### config.mk
export PLATFORM = sky130hd
export DESIGN_NAME = ones_count_arbiter
export DESIGN_NICKNAME = d
export VERILOG_FILES = /design/src/rtl/ones_pkg.sv /design/src/rtl/ones_counter.sv /design/src/rtl/ones_count_arbiter.sv
export SDC_FILE = /design/constraint.sdc
export NUM_CORES = 1
export LEC_CHECK = 0
export CORE_MARGIN = 2
export CORE_UTILIZATION = 43
export CTS_CLUSTER_SIZE = 24
export DETAILED_ROUTE_END_ITERATION = 7
export HOLD_SLACK_MARGIN = 0.05
export PLACE_DENSITY = 0.89
export SYNTH_ARGS = -nofsm -noshare
export SYNTH_HDL_FRONTEND = slang
export SYNTH_SLANG_ARGS = --single-unit
### constraint.sdc
create_clock -name clk -period 3.7 [get_ports clk]
set_clock_uncertainty 0.1 [all_clocks]
set_input_delay 0.74 -clock clk [delete_from_list [all_inputs] [get_ports clk]]
set_output_delay 0.74 -clock clk [all_outputs]
set_load 0.01 [all_outputs]
### src/rtl/ones_pkg.sv
// Shared types and constants for the ones-count arbiter slice.
package ones_pkg;

  localparam int DEF_DATA_W  = 8;
  localparam int DEF_NUM_REQ = 2;
  localparam int DEF_ACC_W   = 16;

  typedef enum logic [1:0] {
    IDLE  = 2'd0,
    COUNT = 2'd1,
    RESP  = 2'd2
  } stateT;

  // Width needed to hold a count from 0 up to and including dataW.
  function automatic int cntWidth(input int dataW);
    return $clog2(dataW + 1);
  endfunction

endpackage

### src/rtl/ones_counter.sv
// Combinational population count; the single shared datapath behind the arbiter.
module ones_counter
  import ones_pkg::*;
#(
  parameter int DATA_W = DEF_DATA_W,
  parameter int CNT_W  = cntWidth(DEF_DATA_W)
) (
  input  logic [DATA_W-1:0] data,
  output logic [CNT_W-1:0]  count
);

  // Sum of the individual bits of the word.
  always_comb begin
    count = '0;
    for (int i = 0; i < DATA_W; i++) begin
      count = count + CNT_W'(data[i]);
    end
  end

endmodule

### src/rtl/ones_count_arbiter.sv
// Round-robin arbiter sharing one popcount unit between NUM_REQ requesters.
// Optional per-requester saturating running totals: define ONES_ACC_EN.
module ones_count_arbiter
  import ones_pkg::*;
#(
  parameter int DATA_W  = DEF_DATA_W,
  parameter int NUM_REQ = DEF_NUM_REQ,
  parameter int ACC_W   = DEF_ACC_W
) (
  input  logic                        clk,
  input  logic                        rst,
  input  logic [NUM_REQ-1:0]          req_valid,
  input  logic [NUM_REQ*DATA_W-1:0]   req_data,
  output logic [NUM_REQ-1:0]          req_ready,
  output logic [NUM_REQ-1:0]          res_valid,
  output logic [cntWidth(DATA_W)-1:0] res_count,
  input  logic [NUM_REQ-1:0]          res_ready,
  output logic                        busy
`ifdef ONES_ACC_EN
  ,
  input  logic [NUM_REQ-1:0]          acc_clr,
  output logic [NUM_REQ*ACC_W-1:0]    acc_total
`endif
);

  localparam int CNT_W = cntWidth(DATA_W);
  localparam int GW    = (NUM_REQ > 1) ? $clog2(NUM_REQ) : 1;

  stateT              stateR;
  stateT              stateNextS;
  logic [GW-1:0]      lastGrantR;
  logic [GW-1:0]      grantR;
  logic [DATA_W-1:0]  dataR;
  logic [CNT_W-1:0]   countR;
  logic [CNT_W-1:0]   popS;
  logic [GW-1:0]      pickS;
  logic               anyValidS;
  logic [DATA_W-1:0]  selDataS;
  logic [NUM_REQ-1:0] reqReadyS;
  logic [NUM_REQ-1:0] resValidS;

  // First valid requester after `last`, wrapping; `last` itself has lowest priority.
  function automatic logic [GW-1:0] rrPick(input logic [NUM_REQ-1:0] valid,
                                           input logic [GW-1:0]      last);
    logic [GW-1:0] pick;
    int            idx;
    pick = last;
    for (int k = NUM_REQ; k >= 1; k--) begin
      idx = int'(last) + k;
      if (idx >= NUM_REQ) begin
        idx = idx - NUM_REQ;
      end else begin
        idx = idx;
      end
      if (valid[idx]) begin
        pick = GW'(idx);
      end else begin
        pick = pick;
      end
    end
    return pick;
  endfunction

  assign anyValidS = |req_valid;
  assign pickS     = rrPick(req_valid, lastGrantR);

  // Mux the granted requester's word toward the capture register.
  always_comb begin
    selDataS = '0;
    for (int i = 0; i < NUM_REQ; i++) begin
      selDataS = selDataS | (req_data[i*DATA_W +: DATA_W] & {DATA_W{pickS == GW'(i)}});
    end
  end

  ones_counter #(
    .DATA_W (DATA_W),
    .CNT_W  (CNT_W)
  ) uCounter (
    .data  (dataR),
    .count (popS)
  );

  // Next-state and accept strobe; acceptance only from IDLE and never while in reset.
  always_comb begin
    stateNextS = stateR;
    reqReadyS  = '0;
    case (stateR)
      IDLE: begin
        if (anyValidS && !rst) begin
          stateNextS       = COUNT;
          reqReadyS[pickS] = 1'b1;
        end else begin
          stateNextS = IDLE;
        end
      end
      COUNT: stateNextS = RESP;
      RESP: begin
        if (res_ready[grantR]) begin
          stateNextS = IDLE;
        end else begin
          stateNextS = RESP;
        end
      end
      default: stateNextS = IDLE;
    endcase
  end

  // State, grant bookkeeping and datapath registers.
  always_ff @(posedge clk) begin
    if (rst) begin
      stateR     <= IDLE;
      lastGrantR <= GW'(NUM_REQ - 1);
      grantR     <= '0;
      dataR      <= '0;
      countR     <= '0;
    end else begin
      stateR <= stateNextS;
      case (stateR)
        IDLE: begin
          if (anyValidS) begin
            grantR <= pickS;
            dataR  <= selDataS;
          end
        end
        COUNT: countR <= popS;
        RESP: begin
          if (res_ready[grantR]) begin
            lastGrantR <= grantR;
          end
        end
        default: ;
      endcase
    end
  end

  // Result valid is a decode of registered state and grant only.
  always_comb begin
    resValidS = '0;
    if (stateR == RESP) begin
      resValidS[grantR] = 1'b1;
    end else begin
      resValidS = '0;
    end
  end

  assign req_ready = reqReadyS;
  assign res_valid = resValidS;
  assign res_count = countR;
  assign busy      = (stateR != IDLE);

`ifdef ONES_ACC_EN
  logic [NUM_REQ-1:0][ACC_W-1:0] accR;
  logic [NUM_REQ-1:0][ACC_W-1:0] accNextS;
  logic [NUM_REQ-1:0][ACC_W:0]   sumS;
  logic [NUM_REQ-1:0]            hsS;

  // Clear happens before the add, so a coincident clear leaves just this result.
  always_comb begin
    accNextS = accR;
    sumS     = '0;
    hsS      = '0;
    for (int i = 0; i < NUM_REQ; i++) begin
      hsS[i]  = (stateR == RESP) && (grantR == GW'(i)) && res_ready[i];
      sumS[i] = {1'b0, (acc_clr[i] ? {ACC_W{1'b0}} : accR[i])} + (ACC_W+1)'(countR);
      if (hsS[i]) begin
        accNextS[i] = sumS[i][ACC_W] ? {ACC_W{1'b1}} : sumS[i][ACC_W-1:0];
      end else if (acc_clr[i]) begin
        accNextS[i] = '0;
      end else begin
        accNextS[i] = accR[i];
      end
    end
  end

  // Running-total registers.
  always_ff @(posedge clk) begin
    if (rst) begin
      accR <= '0;
    end else begin
      accR <= accNextS;
    end
  end

  assign acc_total = accR;
`endif

endmodule
==> flow_summary.yaml <==
drt:
  vias: 729
  routed_wl_mm: 1.63
  drt-met1-wl_microns: 694
  vias_per_cell: 5.10
  wl_met2_microns: 780
  wl_met3_microns: 134
  drt-pass1-iter-count: 5
  top_layer: "met4"
  wire_per_inst_microns: 11.4
  postRouteAntennaNets: 0
  drc_errors: 0
  drt_iter0_markers: 42
finish:
  n_antenna_cell: 0
  multi_input_area_sq_um: 422
  final_cells: 143
  final_common_cell: "clkdlybuf4s50_1"
  area_growth_pct: 38.6
  seqCellArea_sq_um: 320
  nets: 149
  post_route_cells_drive_above_1_share_pct: 3.39
  fillers: 147
  layout_common_cells: "clkdlybuf4s50_1 (30), inv_1 (17), dfxtp_1 (16)"
floorplan:
  io_pins: 31
  start_util_pct: 46.9
  die_width_microns: 48.1
  rows: 15
  die_y_microns: 48.1
  core_area_sq_um: 1780
  die_area_sq_um: 2320
synthesis:
  synth-seq-area-share_pct: 38.3
  syn-instance-count: 89
  synth_warnings: 0
  syn_area_sq_um: 837
  yosysTopAreaCellShare_pct: 38.3
  yosysUniqueCellTypes: 27
  avgSynthCellArea_sq_um: 9.41
  ys_ff_latch: 16
  syn_nets: 118
  synth.largest_area_cell: "dfxtp_1"
  ys_top_cells_by_area: "dfxtp_1 (38%), fa_1 (9.6%), inv_1 (7.6%)"
worst_hold_path:
  hold_path_end: "dataR[1]$_SDFFE_PP0P_"
  min_from: "dataR[1]$_SDFFE_PP0P_"
  hold_depth: 2
  hp-class: "flop to flop"
timing:
  period_needed_ns: 3.27
  rsz0062_at_grt: "no"
  hold_viol: 0
  drv_slew: 0
  max_freq_mhz: 306
  fin_crit_sh_pct: 88.3
  tightest_slew_ns: 0.488
  fin_tns_setup_ns: 0
  setup_viol_count_final: 0
  setup_slack_ns: 0.434
  maxSlewHeadroom_pct: 67.4
global_route:
  grt_max_degree: 10
  globalRouteTotalUtil_pct: 14.1
  grt_overflow_total: 0
  grt_pass1_wl_mm: 2.20
  grt_antenna_before_repair: 0
  grt_pass1_vias: 548
clocking:
  cts_made_buffers: 3
  clock-sinks: 16
  cts.path.max_buffers: 2
  post_cts_buffers: 0
  hold_buffers: 0
  path_clk_slew_ns: 0.08
  cts-root-buf: "clkbuf_4"
  clock_latency_ns: 0.28
  cts_tree: "done"
  htreeDepth: 1
  postCtsResizedCells: 0
critical_path:
  r2r_cells: 9
  path_common_cell: "clkdlybuf4s50_1"
  worst-path-buf-inv: 2
  r2r_slack_ns: 0.79
  critical_path.cell_chain: "clkdlybuf4s50_1 > nor3_2 > and3_1 > clkdlybuf4s50_1"
  crit_path_end_kind: "output port"
  critical_path.top_delay_family: "buffers and inverters"
  cpPeakStageDelay_ns: 0.60
  path_class: "primary input to output port"
  cp.arrival_ns: 2.43
  reg2reg_to: "res_count[2]$_SDFFE_PP0N_"
  worst-path-max-fanout: 8
  start_kind: "primary input"
  slowest_stage: "clkdlybuf4s50_1"
  r2r_start: "dataR[0]$_SDFFE_PP0P_"
  cp.required_ns: 2.86
  startpoint: "rst"
power:
  p_int_uw: 302
  p_clk_share_pct: 20.3
  combPwrFrac_pct: 31.8
  pwr-share-seq_pct: 47.8
  finalPower_uw: 424
  p_sw_share_pct: 28.6
  leakage_uw: 0.000522
  p_switching_uw: 121
  powerDensity_nw_per_um2: 365
  vdd_drop_max_mv: 0.262
placed_design:
  placed_cells: 140
  io_buffers: 30
  hpwl_mm: 1.30
  pre_cts_slack_ns: 0.438
  gp_congestion: 0.764
status:
  status: "finished clean"
run:
  cap_violations: 0
-- worst min-delay path, stage by stage, from the launching register on --
cell and delay [ns]:
dfxtp_1 0.32, nand2_1 0.05, o21ai_1 0.05
-- power by group through the flow --
| stage | clock network, uW | registers (uW) | logic, uW |
|---|---|---|---|
| floorplan | 0 | 205 | 84.8 |
| global placement | 0 | 205 | 131 |
| detailed placement | 0 | 206 | 134 |
| CTS | 90.7 | 202 | 137 |
| global route | 99.1 | 205 | 151 |
| finish | 86.2 | 203 | 135 |
-- through the flow --
stage	util, %	area (sq um)	hold slack [ns]
3_3_place_gp	63.8	1140	0.346
3_5_place_dp	63.8	1140	0.349
2_1_floorplan	-	837	0.332
6_report	65.1	1160	0.357
5_1_grt	65.1	1160	0.399
4_1_cts	65.1	1160	0.361
-- cell usage after synthesis --
cell type and count:
o211ai_1 1, nand2_1 4, a222oi_1 6, and2b_1 1
or2_1 1, dfxtp_1 16, fa_1 4, buf_6 2
o21ba_1 1, mux2i_1 4, a21oi_1 4, clkbuf_1 1
a21o_1 1, o21bai_1 1, o21ai_0 1, nor3_2 1
xnor2_1 1, inv_1 17, nand2b_1 2, and3_1 2
nor2_1 5, nor2b_1 3, o21ai_1 3, buf_2 1
a211oi_1 2, ha_1 3, and2_1 1
-- sequential cells by signal, summed over array words and instances (netlist names) --
name / count
grantR: 1
lastGrantR: 1
res_count: 4
dataR: 8
stateR: 2
-- worst max path at each step --
stage	endpoint	slack [ns]	cells past startpoint
6_report	req_ready[1]	0.43	4
5_1_grt	req_ready[1]	0.29	4
4_1_cts	req_ready[1]	0.43	4
3_5_place_dp	req_ready[1]	0.44	4
3_3_place_gp	req_ready[1]	0.46	4
2_1_floorplan	res_count[2]$_SDFFE_PP0N_	0.92	9
-- metal layers --
layer	GRT usage, %	up-vias
li1	-	359
met5	0	-
met3	5.56	2
met2	22.9	38
met1	17.1	330
met4	4.86	0
-- final cells by class --
type / count / share of cell area, %
multi-input cells: 52 / 36.4
well taps: 25 / 2.70
inverters: 17 / 5.50
repair buffers: 30 / 25.9
flip-flops and latches: 16 / 27.6
clock buffers: 3 / 1.94
-- kinds of logic after synthesis --
group | synth area share [%]
adder cells (fa/ha/maj) | 14.1
multiplexers | 4.78
AO/OA/AOI/OAI | 17.6
buffers and inverters | 11.4
AND/OR/NAND/NOR | 12.9
flip-flops | 38.3
XOR/XNOR | 1.05
(Power assumes the default switching activity.)
